### src/rtl/change_dispenser.sv
// change_dispenser: greedy coin-payout engine for a vending machine's change output.
// Accepts an amount over valid/ready, ejects 2-unit then 1-unit coins as timed pulses,
// tracks both tube inventories and reports any remainder it could not pay.
module change_dispenser #(
    parameter int unsigned PULSE_W  = 2,
    parameter int unsigned GAP_W    = 2,
    parameter int unsigned INV_W    = 4,
    parameter int unsigned INV_INIT = 8
) (
    input  logic             clk,
    input  logic             rst,
    input  logic             req_valid,
    input  logic [2:0]       req_amt,
    output logic             req_ready,
    input  logic             refill,
    output logic             disp2,
    output logic             disp1,
    output logic             busy,
    output logic             done,
    output logic             short,
    output logic [2:0]       short_amt,
    output logic [INV_W-1:0] inv2,
    output logic [INV_W-1:0] inv1
);

    typedef enum logic [2:0] {
        StIdle,
        StSelect,
        StPulse,
        StGap,
        StDone
    } state_t;

    localparam int unsigned       CNT_W      = 8;
    localparam logic [CNT_W-1:0]  PULSE_LAST = CNT_W'(PULSE_W - 1);
    localparam logic [CNT_W-1:0]  GAP_LAST   = CNT_W'(GAP_W - 1);
    localparam logic [INV_W-1:0]  INV_RST    = INV_W'(INV_INIT);

    state_t             r_state;
    state_t             w_state_nxt;
    logic [CNT_W-1:0]   r_cnt;
    logic [CNT_W-1:0]   w_cnt_nxt;
    logic               r_sel2;     // 1: current coin is from the 2-unit tube
    logic [2:0]         r_rem;
    logic [INV_W-1:0]   r_inv2;
    logic [INV_W-1:0]   r_inv1;
    logic               r_short;
    logic [2:0]         r_short_amt;

    logic               w_accept;
    logic               w_refill;
    logic               w_pick2;
    logic               w_pick1;
    logic               w_pay;
    logic               w_finish;

    // State and phase-counter registers
    always_ff @(posedge clk or negedge rst) begin
        if (!rst) begin
            r_state <= StIdle;
            r_cnt   <= '0;
        end else begin
            r_state <= w_state_nxt;
            r_cnt   <= w_cnt_nxt;
        end
    end

    // Next-state decode and datapath control strobes
    always_comb begin
        w_state_nxt = r_state;
        w_cnt_nxt   = r_cnt;
        w_accept    = 1'b0;
        w_refill    = 1'b0;
        w_pick2     = 1'b0;
        w_pick1     = 1'b0;
        w_pay       = 1'b0;
        w_finish    = 1'b0;
        unique case (r_state)
            StIdle: begin
                // A request beats a simultaneous refill; the refill is dropped
                if (req_valid) begin
                    w_accept    = 1'b1;
                    w_state_nxt = StSelect;
                end else if (refill) begin
                    w_refill = 1'b1;
                end
            end
            StSelect: begin
                w_cnt_nxt = '0;
                if (r_rem >= 3'd2 && r_inv2 != '0) begin
                    w_pick2     = 1'b1;
                    w_state_nxt = StPulse;
                end else if (r_rem != 3'd0 && r_inv1 != '0) begin
                    w_pick1     = 1'b1;
                    w_state_nxt = StPulse;
                end else begin
                    w_finish    = 1'b1;
                    w_state_nxt = StDone;
                end
            end
            StPulse: begin
                if (r_cnt == PULSE_LAST) begin
                    w_pay       = 1'b1;
                    w_cnt_nxt   = '0;
                    w_state_nxt = StGap;
                end else begin
                    w_cnt_nxt = r_cnt + 1'b1;
                end
            end
            StGap: begin
                if (r_cnt == GAP_LAST) begin
                    w_cnt_nxt   = '0;
                    w_state_nxt = StSelect;
                end else begin
                    w_cnt_nxt = r_cnt + 1'b1;
                end
            end
            StDone: begin
                w_state_nxt = StIdle;
            end
            default: begin
                w_state_nxt = StIdle;
            end
        endcase
    end

    // Remainder, coin selection, inventories and shortfall report
    always_ff @(posedge clk or negedge rst) begin
        if (!rst) begin
            r_sel2      <= 1'b0;
            r_rem       <= '0;
            r_inv2      <= INV_RST;
            r_inv1      <= INV_RST;
            r_short     <= 1'b0;
            r_short_amt <= '0;
        end else begin
            if (w_accept) begin
                r_rem       <= req_amt;
                r_short     <= 1'b0;
                r_short_amt <= '0;
            end
            if (w_refill) begin
                r_inv2 <= INV_RST;
                r_inv1 <= INV_RST;
            end
            if (w_pick2) begin
                r_sel2 <= 1'b1;
            end else if (w_pick1) begin
                r_sel2 <= 1'b0;
            end
            // Selection guarantees value <= rem and count > 0, so no underflow here
            if (w_pay) begin
                if (r_sel2) begin
                    r_rem  <= r_rem - 3'd2;
                    r_inv2 <= r_inv2 - 1'b1;
                end else begin
                    r_rem  <= r_rem - 3'd1;
                    r_inv1 <= r_inv1 - 1'b1;
                end
            end
            // Loaded on entry to DONE so the report is visible with the done pulse
            if (w_finish) begin
                r_short     <= (r_rem != 3'd0);
                r_short_amt <= r_rem;
            end
        end
    end

    // Outputs decoded from state so reset drops the eject lines without a clock
    always_comb begin
        req_ready = (r_state == StIdle);
        busy      = (r_state != StIdle);
        done      = (r_state == StDone);
        disp2     = (r_state == StPulse) && r_sel2;
        disp1     = (r_state == StPulse) && !r_sel2;
        short     = r_short;
        short_amt = r_short_amt;
        inv2      = r_inv2;
        inv1      = r_inv1;
    end

endmodule

### config.mk
export PLATFORM = sky130hd
export DESIGN_NAME = change_dispenser
export DESIGN_NICKNAME = d
export VERILOG_FILES = /design/src/rtl/change_dispenser.sv
export SDC_FILE = /design/constraint.sdc
export NUM_CORES = 1
export LEC_CHECK = 0
export CORE_ASPECT_RATIO = 1.4
export CORE_MARGIN = 2
export CORE_UTILIZATION = 43
export DETAILED_ROUTE_END_ITERATION = 8
export GPL_TIMING_DRIVEN = 0
export PLACE_DENSITY = 0.63
export SETUP_SLACK_MARGIN = 0.5
export SLEW_MARGIN = 20
export SYNTH_ARGS = -nofsm -noshare
export SYNTH_HDL_FRONTEND = slang
export SYNTH_SLANG_ARGS = --single-unit
export TNS_END_PERCENT = 1
### constraint.sdc
create_clock -name clk -period 2.4 [get_ports clk]
set_input_delay 0.48 -clock clk [delete_from_list [all_inputs] [get_ports clk]]
set_output_delay 0.48 -clock clk [all_outputs]
set_load 0.005 [all_outputs]
=== After elaboration in Yosys (flattened, before gate mapping) ===
Index checks and enable logic that the tools add are counted.

* Register bits: 27
* Logic and storage cells: 76
* Memories: 0
* Output and inout bits: 17
* Bits in read-only memories: 0
* Memory bits (writable): 0
* Bits in latches: 0
* Bits of input ports: 7

* Eq/ne operators: 8
* Bitwise logic cells: 0
* Muxes and demuxes: 38
* Order comparisons: 1
* Reduce and logical (&&, ||, !) cells: 16
* Shift operators: 0
* Multipliers: 0
* Div/mod/pow operators: 0
* Add/subtract/negate cells: 5

{| class="wikitable"
|+ Operator list
! cell !! count
|-
| $mux W3 || 10
|-
| $mux W4 || 6
|-
| $mux W1 || 19
|-
| $pmux W8 S2 || 1
|-
| $pmux W3 S4 || 1
|-
| $add A8 B1 Y8 const B || 1
|-
| $eq A8 B1 Y1 const B || 1
|-
| $mux W8 || 1
|-
| $reduce_bool A2 Y1 || 4
|-
| $reduce_bool A4 Y1 || 2
|-
| $sub A4 B1 Y4 const B || 2
|-
| $eq A3 B2 Y1 const B || 2
|-
| $ne A2 B2 Y1 const B || 3
|-
| $reduce_bool A3 Y1 || 2
|-
| $logic_and A1 B1 Y1 || 4
|-
| $eq A3 B1 Y1 const B || 1
|-
| $eq A3 B3 Y1 const B || 1
|-
| $ge A3 B2 Y1 const B || 1
|-
| $logic_not A3 Y1 || 1
|-
| $reduce_and A3 Y1 || 1
|-
| $sub A3 B1 Y3 const B || 1
|-
| $sub A3 B2 Y3 const B || 1
|-
| $reduce_or A2 Y1 || 1
|-
| $logic_not A1 Y1 || 1
|}

=== Depth between registers and ports, before layout ===
Gate-level depths: netlist of the first run.

* Word-level depth: 7
* Depth in mapped cells: 6
* Depth with buffers taken out: 6

=== Worst setup path before layout of the first run ===
Ideal clock, no wire load.

* Kind: reg-to-reg
* Start point: register r_cnt[1]
* End point: register r_inv2[3], in the netlist inv2[3]
* Path slack: 0.666 ns
* Required time: 2.320 ns
* Cell stages (with the launch flop): 7
* Library setup time: 0.080 ns
* Period minus slack after synthesis: 1.734 ns
* Buffers on the path: 0
* Data arrival time: 1.655 ns
* Cells stage by stage: dfrtp_1 inv_1 ha_1 nor3b_2 nand3_4 mux2_4 o22a_1

* Longest elaborated chain between the ends: 4

{| class="wikitable"
|+ Ends and longest elaborated chain
! what !! RTL line !! source
|-
| from (decl) || 41 || <nowiki>logic [CNT_W-1:0] r_cnt;</nowiki>
|-
| from (signal assigned) || 64 || <nowiki>r_cnt <= w_cnt_nxt;</nowiki>
|-
| $eq A8 B1 Y1 || 102 || <nowiki>if (r_cnt == PULSE_LAST) begin</nowiki>
|-
| $mux W1 || 102 ||
|-
| $mux W1 || 78 || <nowiki>unique case (r_state)</nowiki>
|-
| $mux W4 || 152 || <nowiki>if (w_pay) begin</nowiki>
|-
| to (signal assigned) || 155 || <nowiki>r_inv2 <= r_inv2 - 1'b1;</nowiki>
|-
| to (decl) || 45 || <nowiki>logic [INV_W-1:0] r_inv2;</nowiki>
|}

Every way passes these cells.
A chain may end at the register's enable or synchronous reset.

=== Final worst setup path of the first run ===
* Start point: register r_state[1]
* End point: output busy

* Longest elaborated chain between the ends: 1

{| class="wikitable"
|+ Ends and longest elaborated chain
! what !! RTL line !! source
|-
| from (decl) || 39 || <nowiki>state_t r_state;</nowiki>
|-
| from (signal assigned) || 60 || <nowiki>r_state <= StIdle;</nowiki>
|-
| from (signal assigned) || 63 || <nowiki>r_state <= w_state_nxt;</nowiki>
|-
| $reduce_bool A3 Y1 || 172 || <nowiki>busy = (r_state != StIdle);</nowiki>
|-
| to (decl) || 18 || <nowiki>output logic busy,</nowiki>
|}

Every way passes these cells.

==> results of run 1 <==
[sequential cells by signal (all words and copies together) (netlist names)]
name and cells:
r_sel2 1, short_amt 3, r_cnt 8, r_rem 3, inv1 4, short 1
r_state 3, inv2 4
[cells by family (layout without fill, tap and decap cells)]
family	Yosys count	in the layout
AO/OA/AOI/OAI	27	27
XOR/XNOR	4	4
adder cells (fa/ha/maj)	8	8
buffers and inverters	15	46
flip-flops	27	27
multiplexers	12	12
AND/OR/NAND/NOR	63	63
[repair_timing]
action                     CTS  global route
buffers inserted             4             0
pin swaps                    3             0
setup endpoints to repair    9            17
gates cloned                 0             0
resized for setup            4             1
[cell usage after synthesis (2+ instances only)]
| cell | n |
|---|---|
| mux2i_1 | 10 |
| nand3_1 | 11 |
| nand2b_1 | 2 |
| ha_1 | 8 |
| inv_1 | 13 |
| xor2_1 | 2 |
| dfstp_2 | 2 |
| a21oi_1 | 6 |
| dfrtp_1 | 25 |
| nor2_1 | 10 |
| nor3b_1 | 3 |
| nor3_1 | 4 |
| o21ai_0 | 9 |
| xnor2_1 | 2 |
| nor3b_2 | 2 |
| nand2_1 | 15 |
| o21ai_1 | 2 |
[power breakdown]
| part | switching [mW] | total, mW | internal, mW |
|---|---|---|---|
| registers | 0.176 | 0.812 | 0.636 |
| clock network | 0.135 | 0.253 | 0.119 |
| logic | 0.588 | 1.20 | 0.612 |
| total | 0.899 | 2.27 | 1.37 |
[cell type report]
cell class              count  area, sq um  share of cell area
multi-input cells         114        828.3              0.4285
plain buffers               2        25.02             0.01295
well taps                  40        50.05             0.02589
flip-flops and latches     27        679.4              0.3515
repair buffers             27        256.5              0.1327
clock buffers               4        45.04             0.02330
inverters                  13        48.80             0.02524
[worst max-delay path by stage]
stage	from	to	slack, ns
2_1_floorplan	r_cnt[1]	inv2[3]	0.67
3_3_place_gp	r_state[0]	disp1	0.42
3_5_place_dp	r_state[0]	disp1	0.41
4_1_cts	r_state[0]	disp1	0.28
5_1_grt	r_cnt[1]	inv1[3]	0.20
6_report	r_state[1]	busy	0.33
[metrics by stage]
step	worst slack (ns)	cells
CTS	0.2784	227
global route	0.1994	227
detailed placement	0.4086	219
floorplan	0.6657	156
finish	0.3307	227
global placement	0.4199	219
[routing by layer]
metal | GRT usage | vias up | share of wire
li1 | - | 610 | -
met1 | 0.2100 | 595 | 0.42
met2 | 0.3135 | 22 | 0.52
met3 | 0.02157 | 7 | 0.031
met4 | 0.08130 | 0 | 0.022
met5 | 0 | - | 0
==> reports/metrics.csv, run 1 <==
stage,metric,value,unit
cells_and_area,final_cell_mix,"dfrtp_1, clkdlybuf4s50_1, nand2_1, inv_1, nand3_1",
drt,initialDrtViolationCount,15,
clocking,h-tree-depth,1,
power_and_ir_drop,vdd_ir_drop_max,0.6237,mV
logic_synthesis,async_reset_ff_frac,1.000,
clocking,cts_buffers,3,
sta,setup_tns,0,ns
setup_path,rr_startpoint,r_cnt[1],
floorplanning,rows,25,
grt,grt_util_all_layers,0.1779,
setup_path,crit_slowest_cell,clkdlybuf4s50_1,
power_and_ir_drop,power_leakage,0.8711,nW
place,place_area,0.001841,sq mm
logic_synthesis,synthFlopType,dfrtp_1,
setup_path,start_kind,flop,
cells_and_area,drive_above_1_share,0.1337,
clocking,clk_pin_slew_worst_paths,0.09,ns
grt,grt_max_degree,28,
cells_and_area,fill_cells,327,
clocking,clock-root-buffer,clkbuf_8,
job,maxCapViolCount,0,
floorplanning,start_util,0.4549,
run_status,outcome,completed,
logic_synthesis,synthSimpleGateAreaFrac,0.2486,
power_and_ir_drop,p_total,2.266,mW
logic_synthesis,synth_edf_count,0,
floorplanning,die-width,54.99,um
drt,wl_per_cell,13.85,um
cells_and_area,final_nets,203,
logic_synthesis,syn_area,0.001565,sq mm
cells_and_area,n_antenna_cell,0,
sta,setup_viol,0,
clocking,ctsHoldBuffers,0,
floorplanning,dieArea,0.004145,sq mm
logic_synthesis,synth_top_family_by_area,simple AND/OR/NAND/NOR gates,
sta,hold_viol,0,
logic_synthesis,synth-adder-area-share,0.06395,
logic_synthesis,synthCells,156,
clocking,cts_sinks,27,
setup_path,max_stage_delay,0.44,ns
cells_and_area,fin_area,0.001933,sq mm
place,gp_congestion,0.7187,
grt,grt_pass1_wl,5375,um
logic_synthesis,ys_seq_area_frac,0.4333,
hold_path,hold_class,input pin to asynchronous set/reset pin,
sta,whs,0.2151,ns
cells_and_area,final_common_cell,dfrtp_1,
floorplanning,chipHeight,75.39,um
cells_and_area,fin_util,0.5618,
logic_synthesis,yosys-top-cells-area,"dfrtp_1, ha_1, mux2i_1",
setup_path,cp-end-kind,output port,
setup_path,arrival,1.59,ns
grt,grt_pass1_vias,1215,
logic_synthesis,syn-num-nets,171,
logic_synthesis,synthXorXnorAreaFrac,0.02238,
cells_and_area,syn_to_final_growth,23.50,%
drt,route.detailed.drc,0,
sta,rsz0062_at_grt,yes,
sta,finalCriticalPeriod,2.069,ns
drt,via_count,1234,
setup_path,r2r_cells,6,
sta,slew_headroom,0.5690,
drt,vias_per_cell,5.436,
setup_path,critPathMaxFanout,10,
setup_path,reg2reg_to,inv1[3],
place,port_buffers,23,
setup_path,regToRegSetupSlack,0.42,ns
logic_synthesis,synth.avg_cell_area,10.03,sq um
sta,worst_slew_pin_slew,0.6451,ns
floorplanning,io_pins,24,
setup_path,cp.depth,4,
drt,finalWirelength,3143,um
clocking,cts_tree,built,
setup_path,critPathBufInv,3,
sta,skew,0.001849,ns
setup_path,setup.worst_path.class,flop to output port,
logic_synthesis,ys_warn_count,0,
sta,post-route-period-util,0.8622,
logic_synthesis,synth_cell_types,47,
logic_synthesis,yosysTopAreaCell,dfrtp_1,
drt,ant_nets,0,
floorplanning,core-area,0.003441,sq mm
setup_path,critical-path-top-delay-family,buffers and inverters,
place,dp_hpwl,2323,um
setup_path,crit_chain,"clkbuf_8, nor3_4, inv_1, clkdlybuf4s50_1",
logic_synthesis,synth_compound_area_frac,0.1039,
clocking,cts_max_path_buffers,2,
logic_synthesis,synth_mux_area_frac,0.08074,
grt,antenna_found_initial,0,
logic_synthesis,netlist.area_leader.share,0.3997,
clocking,clock_latency,0.27,ns
sta,max_freq,483.3,MHz
grt,grt_overflow,0,
setup_path,critPathRequiredTime,1.92,ns
drt,dr.pass1.iters,4,
power_and_ir_drop,powerDensity,1172,mW/mm^2
sta,maxSlewViolCount,0,
logic_synthesis,synth-seq-cells,27,
Power figures use the tool's default switching activity.
==> run 2: changes to the inputs <==
--- a/config.mk
+++ b/config.mk
@@ -6,8 +6,9 @@
 export NUM_CORES = 1
 export LEC_CHECK = 0
 export CORE_ASPECT_RATIO = 1.4
-export CORE_MARGIN = 2
+export CORE_MARGIN = 1.5
 export CORE_UTILIZATION = 43
+export CTS_CLUSTER_DIAMETER = 100
 export DETAILED_ROUTE_END_ITERATION = 8
 export GPL_TIMING_DRIVEN = 0
 export PLACE_DENSITY = 0.63
==> run 2 against run 1 <==
Utilization barely moved. Maximum frequency rose by 1.7%. Highest routed layer unchanged. Hold slack got worse by 0.014 ns. Global-route usage rose by 0.80 points.
==> reports/metrics.csv, run 2 (synthesized netlist as in run 1, its figures left out) <==
stage,metric,value,unit,change
place,port_buffers,23,,unchanged
grt,grt_util_all_layers,0.1859,,was 0.1779
sta,max_freq,491.5,MHz,was 483.3 MHz
cells_and_area,final_common_cell,dfrtp_1,,unchanged
clocking,cts_max_path_buffers,2,,unchanged
cells_and_area,regMostFlops,r_cnt,,unchanged
floorplanning,rows,25,,unchanged
power_and_ir_drop,power_leakage,0.8684,nW,was 0.8711 nW
setup_path,cp-end-kind,output port,,unchanged
setup_path,critPathMaxFanout,10,,unchanged
job,maxCapViolCount,0,,unchanged
clocking,cts_sinks,27,,unchanged
grt,grt_max_degree,28,,unchanged
floorplanning,dieArea,0.004016,sq mm,was 0.004145 sq mm
sta,finalCriticalPeriod,2.035,ns,was 2.069 ns
sta,post-route-period-util,0.8478,,was 0.8622
drt,ant_nets,0,,unchanged
setup_path,critPathRequiredTime,1.92,ns,about the same
floorplanning,core-area,0.003441,sq mm,unchanged
grt,grt_pass1_wl,5499,um,was 5375 um
clocking,h-tree-depth,1,,unchanged
setup_path,r2r_cells,6,,unchanged
clocking,clk_pin_slew_worst_paths,0.09,ns,about the same
drt,initialDrtViolationCount,19,,was 15
drt,wl_per_cell,14.42,um,was 13.85 um
drt,vias_per_cell,5.425,,was 5.436
clocking,clock_latency,0.27,ns,about the same
drt,route.detailed.drc,0,,unchanged
floorplanning,start_util,0.4549,,unchanged
place,dp_cells,219,,unchanged
sta,hold_viol,0,,unchanged
clocking,cts_tree,built,,unchanged
clocking,cts_buffers,3,,unchanged
cells_and_area,fill_cells,320,,was 327
sta,worst_slew_pin_slew,0.6869,ns,was 0.6451 ns
power_and_ir_drop,vdd_ir_drop_max,0.6906,mV,was 0.6237 mV
hold_path,hold_class,input pin to asynchronous set/reset pin,,unchanged
grt,grt_pass1_vias,1206,,was 1215
drt,finalWirelength,3259,um,was 3143 um
drt,via_count,1226,,was 1234
cells_and_area,largest_reg_flops,8,,unchanged
drt,dr.pass1.iters,4,,unchanged
power_and_ir_drop,powerDensity,1184,mW/mm^2,was 1172 mW/mm^2
grt,antenna_found_initial,0,,unchanged
setup_path,regToRegSetupSlack,0.42,ns,about the same
cells_and_area,fin_area,0.001932,sq mm,was 0.001933 sq mm
sta,skew,0.002207,ns,was 0.001849 ns
cells_and_area,final_nets,202,,was 203
clocking,clock-root-buffer,clkbuf_8,,unchanged
setup_path,arrival,1.55,ns,was 1.59 ns
cells_and_area,n_antenna_cell,0,,unchanged
sta,slew_headroom,0.5411,,was 0.5690
sta,rsz0062_at_grt,yes,,unchanged
setup_path,rr_startpoint,inv1[0],,was r_cnt[1]
floorplanning,die-width,53.99,um,was 54.99 um
setup_path,start_kind,flop,,unchanged
setup_path,setup.worst_path.class,flop to output port,,unchanged
floorplanning,io_pins,24,,unchanged
cells_and_area,final_cell_mix,"dfrtp_1, clkdlybuf4s50_1, nand2_1, inv_1, nand3_1",,unchanged
grt,grt_overflow,0,,unchanged
sta,setup_viol,0,,unchanged
sta,maxSlewViolCount,0,,unchanged
sta,setup_tns,0,ns,unchanged
place,place_area,0.001841,sq mm,unchanged
cells_and_area,final_cells,226,,was 227
setup_path,reg2reg_to,short,,was inv1[3]
cells_and_area,syn_to_final_growth,23.42,%,was 23.50%
floorplanning,chipHeight,74.39,um,was 75.39 um
place,dp_hpwl,2469,um,was 2323 um
run_status,outcome,completed,,unchanged
cells_and_area,drive_above_1_share,0.1398,,was 0.1337
place,gp_congestion,0.7361,,was 0.7187
==> run 2: through the flow <==
stage	worst slack, ns	total power, mW	hold slack, ns	util
after floorplan	0.6657	1.541	0.1844	-
after global routing	0.2653	2.515	0.2586	0.5615
after detailed placement	0.4336	1.988	0.5141	0.5349
after global placement	0.4191	1.945	0.5018	0.5364
after CTS	0.3196	2.300	0.2253	0.5589
final	0.3653	2.288	0.2007	0.5615
==> run 2: timing repair <==
item | 4_1_cts | 5_1_grt
hold buffers | 0 | 0
endpoints found under the setup margin | 11 | 18
gates resized for setup | 6 | 2
pin swaps | 2 | 0
buffers inserted | 3 | 0
==> run 2: cell type report <==
class	instances	area, sq um	share of cell area
clock buffers	3	41.29	0.02137
plain buffers	2	25.02	0.01295
multi-input cells	114	834.6	0.4320
clock inverters	1	5.005	0.002591
inverters	13	48.80	0.02526
repair buffers	26	247.7	0.1282
flip-flops and latches	27	679.4	0.3517
well taps	40	50.05	0.02591
==> run 2: power breakdown <==
group / switching (mW) / internal (mW)
clock: 0.136 / 0.116
sequential: 0.183 / 0.636
combinational: 0.599 / 0.618
total: 0.918 / 1.37
==> run 2: worst max-delay path by stage <==
stage,start,endpoint,slack (ns)
floorplan,r_cnt[1],inv2[3],0.67
detailed placement,r_state[0],disp1,0.43
global route,r_state[1],busy,0.27
finish,r_state[1],busy,0.37
global placement,r_state[0],disp1,0.42
CTS,r_state[1],req_ready,0.32
==> run 2: routing by layer <==
metal  vias up  track usage  part of all wire
li1        608            -                 -
met1       595       0.2231              0.43
met2        19       0.3388              0.54
met3         4      0.02008             0.028
met4         0      0.05833             0.010
met5         -            0                 0
==> run 2: worst max-delay path, stage by stage, from the launching register on <==
cell and delay [ns]:
dfrtp_1 0.38, clkbuf_8 0.16, nor3_4 0.25, inv_1 0.06, clkdlybuf4s50_1 0.44
==> variant, RTL diff (flow settings as in run 1) <==
Re-encode `state_t` (5 states) as one-hot, 5 bits wide.
--- a/src/rtl/change_dispenser.sv
+++ b/src/rtl/change_dispenser.sv
@@ -23,12 +23,12 @@
     output logic [INV_W-1:0] inv1
 );
 
-    typedef enum logic [2:0] {
-        StIdle,
-        StSelect,
-        StPulse,
-        StGap,
-        StDone
+    typedef enum logic [4:0] {
+        StIdle   = 5'b00001,
+        StSelect = 5'b00010,
+        StPulse  = 5'b00100,
+        StGap    = 5'b01000,
+        StDone   = 5'b10000
     } state_t;
 
     localparam int unsigned       CNT_W      = 8;
Function: no difference found for any inputs over 10 cycles, from zero or initial values and one cycle with rst low; not proved beyond that.
==> variant against run 1 <==
- design area up 11%
- largest cell class unchanged
- synthesized area rose by 10%
- wire length grew 24%
- setup slack lost 0.019 ns
- power decreased by 11%
- sequential share of layout area decreased by 1.1 points
- final cell count up 12%
- global-route usage rose by 2.2 points
- sequential cell count grew 2
- clock power rose by 56%
- non-clock buffer count grew 6
- combinational power down 24%
==> variant: results (changes against run 1) <==
Run status
  – Status: finished clean (unchanged)

Synthesis
  – Top post-synthesis cells by area: dfrtp_1, mux2i_1, ha_1 (was dfrtp_1, ha_1, mux2i_1)
  – Post-Synth XOR/XNOR Area: 0.0254 (was 0.0224)
  – Post-synthesis compound-gate area fraction: 0.132 (was 0.104)
  – Post-synthesis adder-cell area fraction: 0.0509 (was 0.0639)
  – Sequential element share of the synthesized area: 0.424 (was 0.433)
  – Commonest cells post-synth: dfrtp_1, nand2_1, inv_1 (unchanged)
  – Multiplexer share of the synthesized area: 0.0756 (was 0.0807)

Worst setup path
  – Arr. time, crit path: 1.61 ns (was 1.59 ns)
  – Crit path largest cell delay: 0.46 ns (was 0.44 ns)
  – Worst-path maximum fanout: 7 (was 10)

Power
  – Sequential Power: 0.718 mW (was 0.812 mW)
  – Comb pwr share: 0.450 (was 0.530)
  – Switching part of the total: 0.370 (was 0.397)
  – VDD IR-drop max: 0.642 mV (was 0.624 mV)
  – Leak: 0.952 nW (was 0.871 nW)

Global routing
  – Largest net degree at the start of global routing: 30 (was 28)
  – GR Util met2: 0.372 (was 0.313)
  – Vias in the first global route: 1,490 (was 1,215)
  – GR met3 Demand/Resource: 0.0505 (was 0.0216)
  – Grt met1 use: 0.218 (was 0.210)
  – Overall routing resource usage: 0.200 (was 0.178)

Clock network
  – Htree depth: 2 (was 1)
  – Post-CTS Repair Setup Buffers: 3 (was 4)
  – Cts repair resizes: 11 (was 4)

Routing
  – Met1 Routed Length: 1460 um (was 1330 um)
  – Final WL: 3890 um (was 3140 um)
  – Met3 wire length: 131 um (was 99 um)
  – Vias: 1,432 (was 1,234)
  – WL met2: 2280 um (was 1640 um)
  – Initial DRC count: 51 (was 15)

Timing
  – Clock Skew: 0.00598 ns (was 0.00185 ns)
  – Worst slew margin: 0.553 (was 0.569)

Placed design
  – Detail Placement HPWL: 2930 um (was 2320 um)

Layout
  – Fraction of final layout cells sized beyond drive strength 1: 0.152 (was 0.134)
variant: path summary, 6_finish.rpt:
path / startpoint / to / slack, ns
worst max-delay path: r_state[1] / disp2 / 0.31
worst min register to register: r_rem[0] / r_rem[0] / 0.45
worst min-delay path: rst / short / 0.24
min in group clk: r_rem[0] / r_rem[0] / 0.45
worst max register to register: r_state[1] / inv1[1] / 0.49
max in group asynchronous: rst / r_state[1] / 1.69
variant: stage by stage:
stage	cell area (um^2)	setup slack (ns)	util	power (mW)	cells
after floorplan	1720	0.760	-	1.27	177
after global placement	2010	0.238	0.516	1.56	243
after detailed placement	2000	0.212	0.515	1.58	243
after CTS	2130	0.247	0.549	2.04	253
after global routing	2150	0.229	0.553	2.20	254
final	2150	0.312	0.553	2.03	254
variant: area by class of cell:
class                           instances  share of cell area
Buffer                                  8              0.0291
Inverter                               15              0.0262
Multi-Input combinational cell        125               0.419
Timing Repair Buffer                   27               0.120
Sequential cell                        29               0.340
Clock buffer                            7              0.0402
Tap cell                               43              0.0251
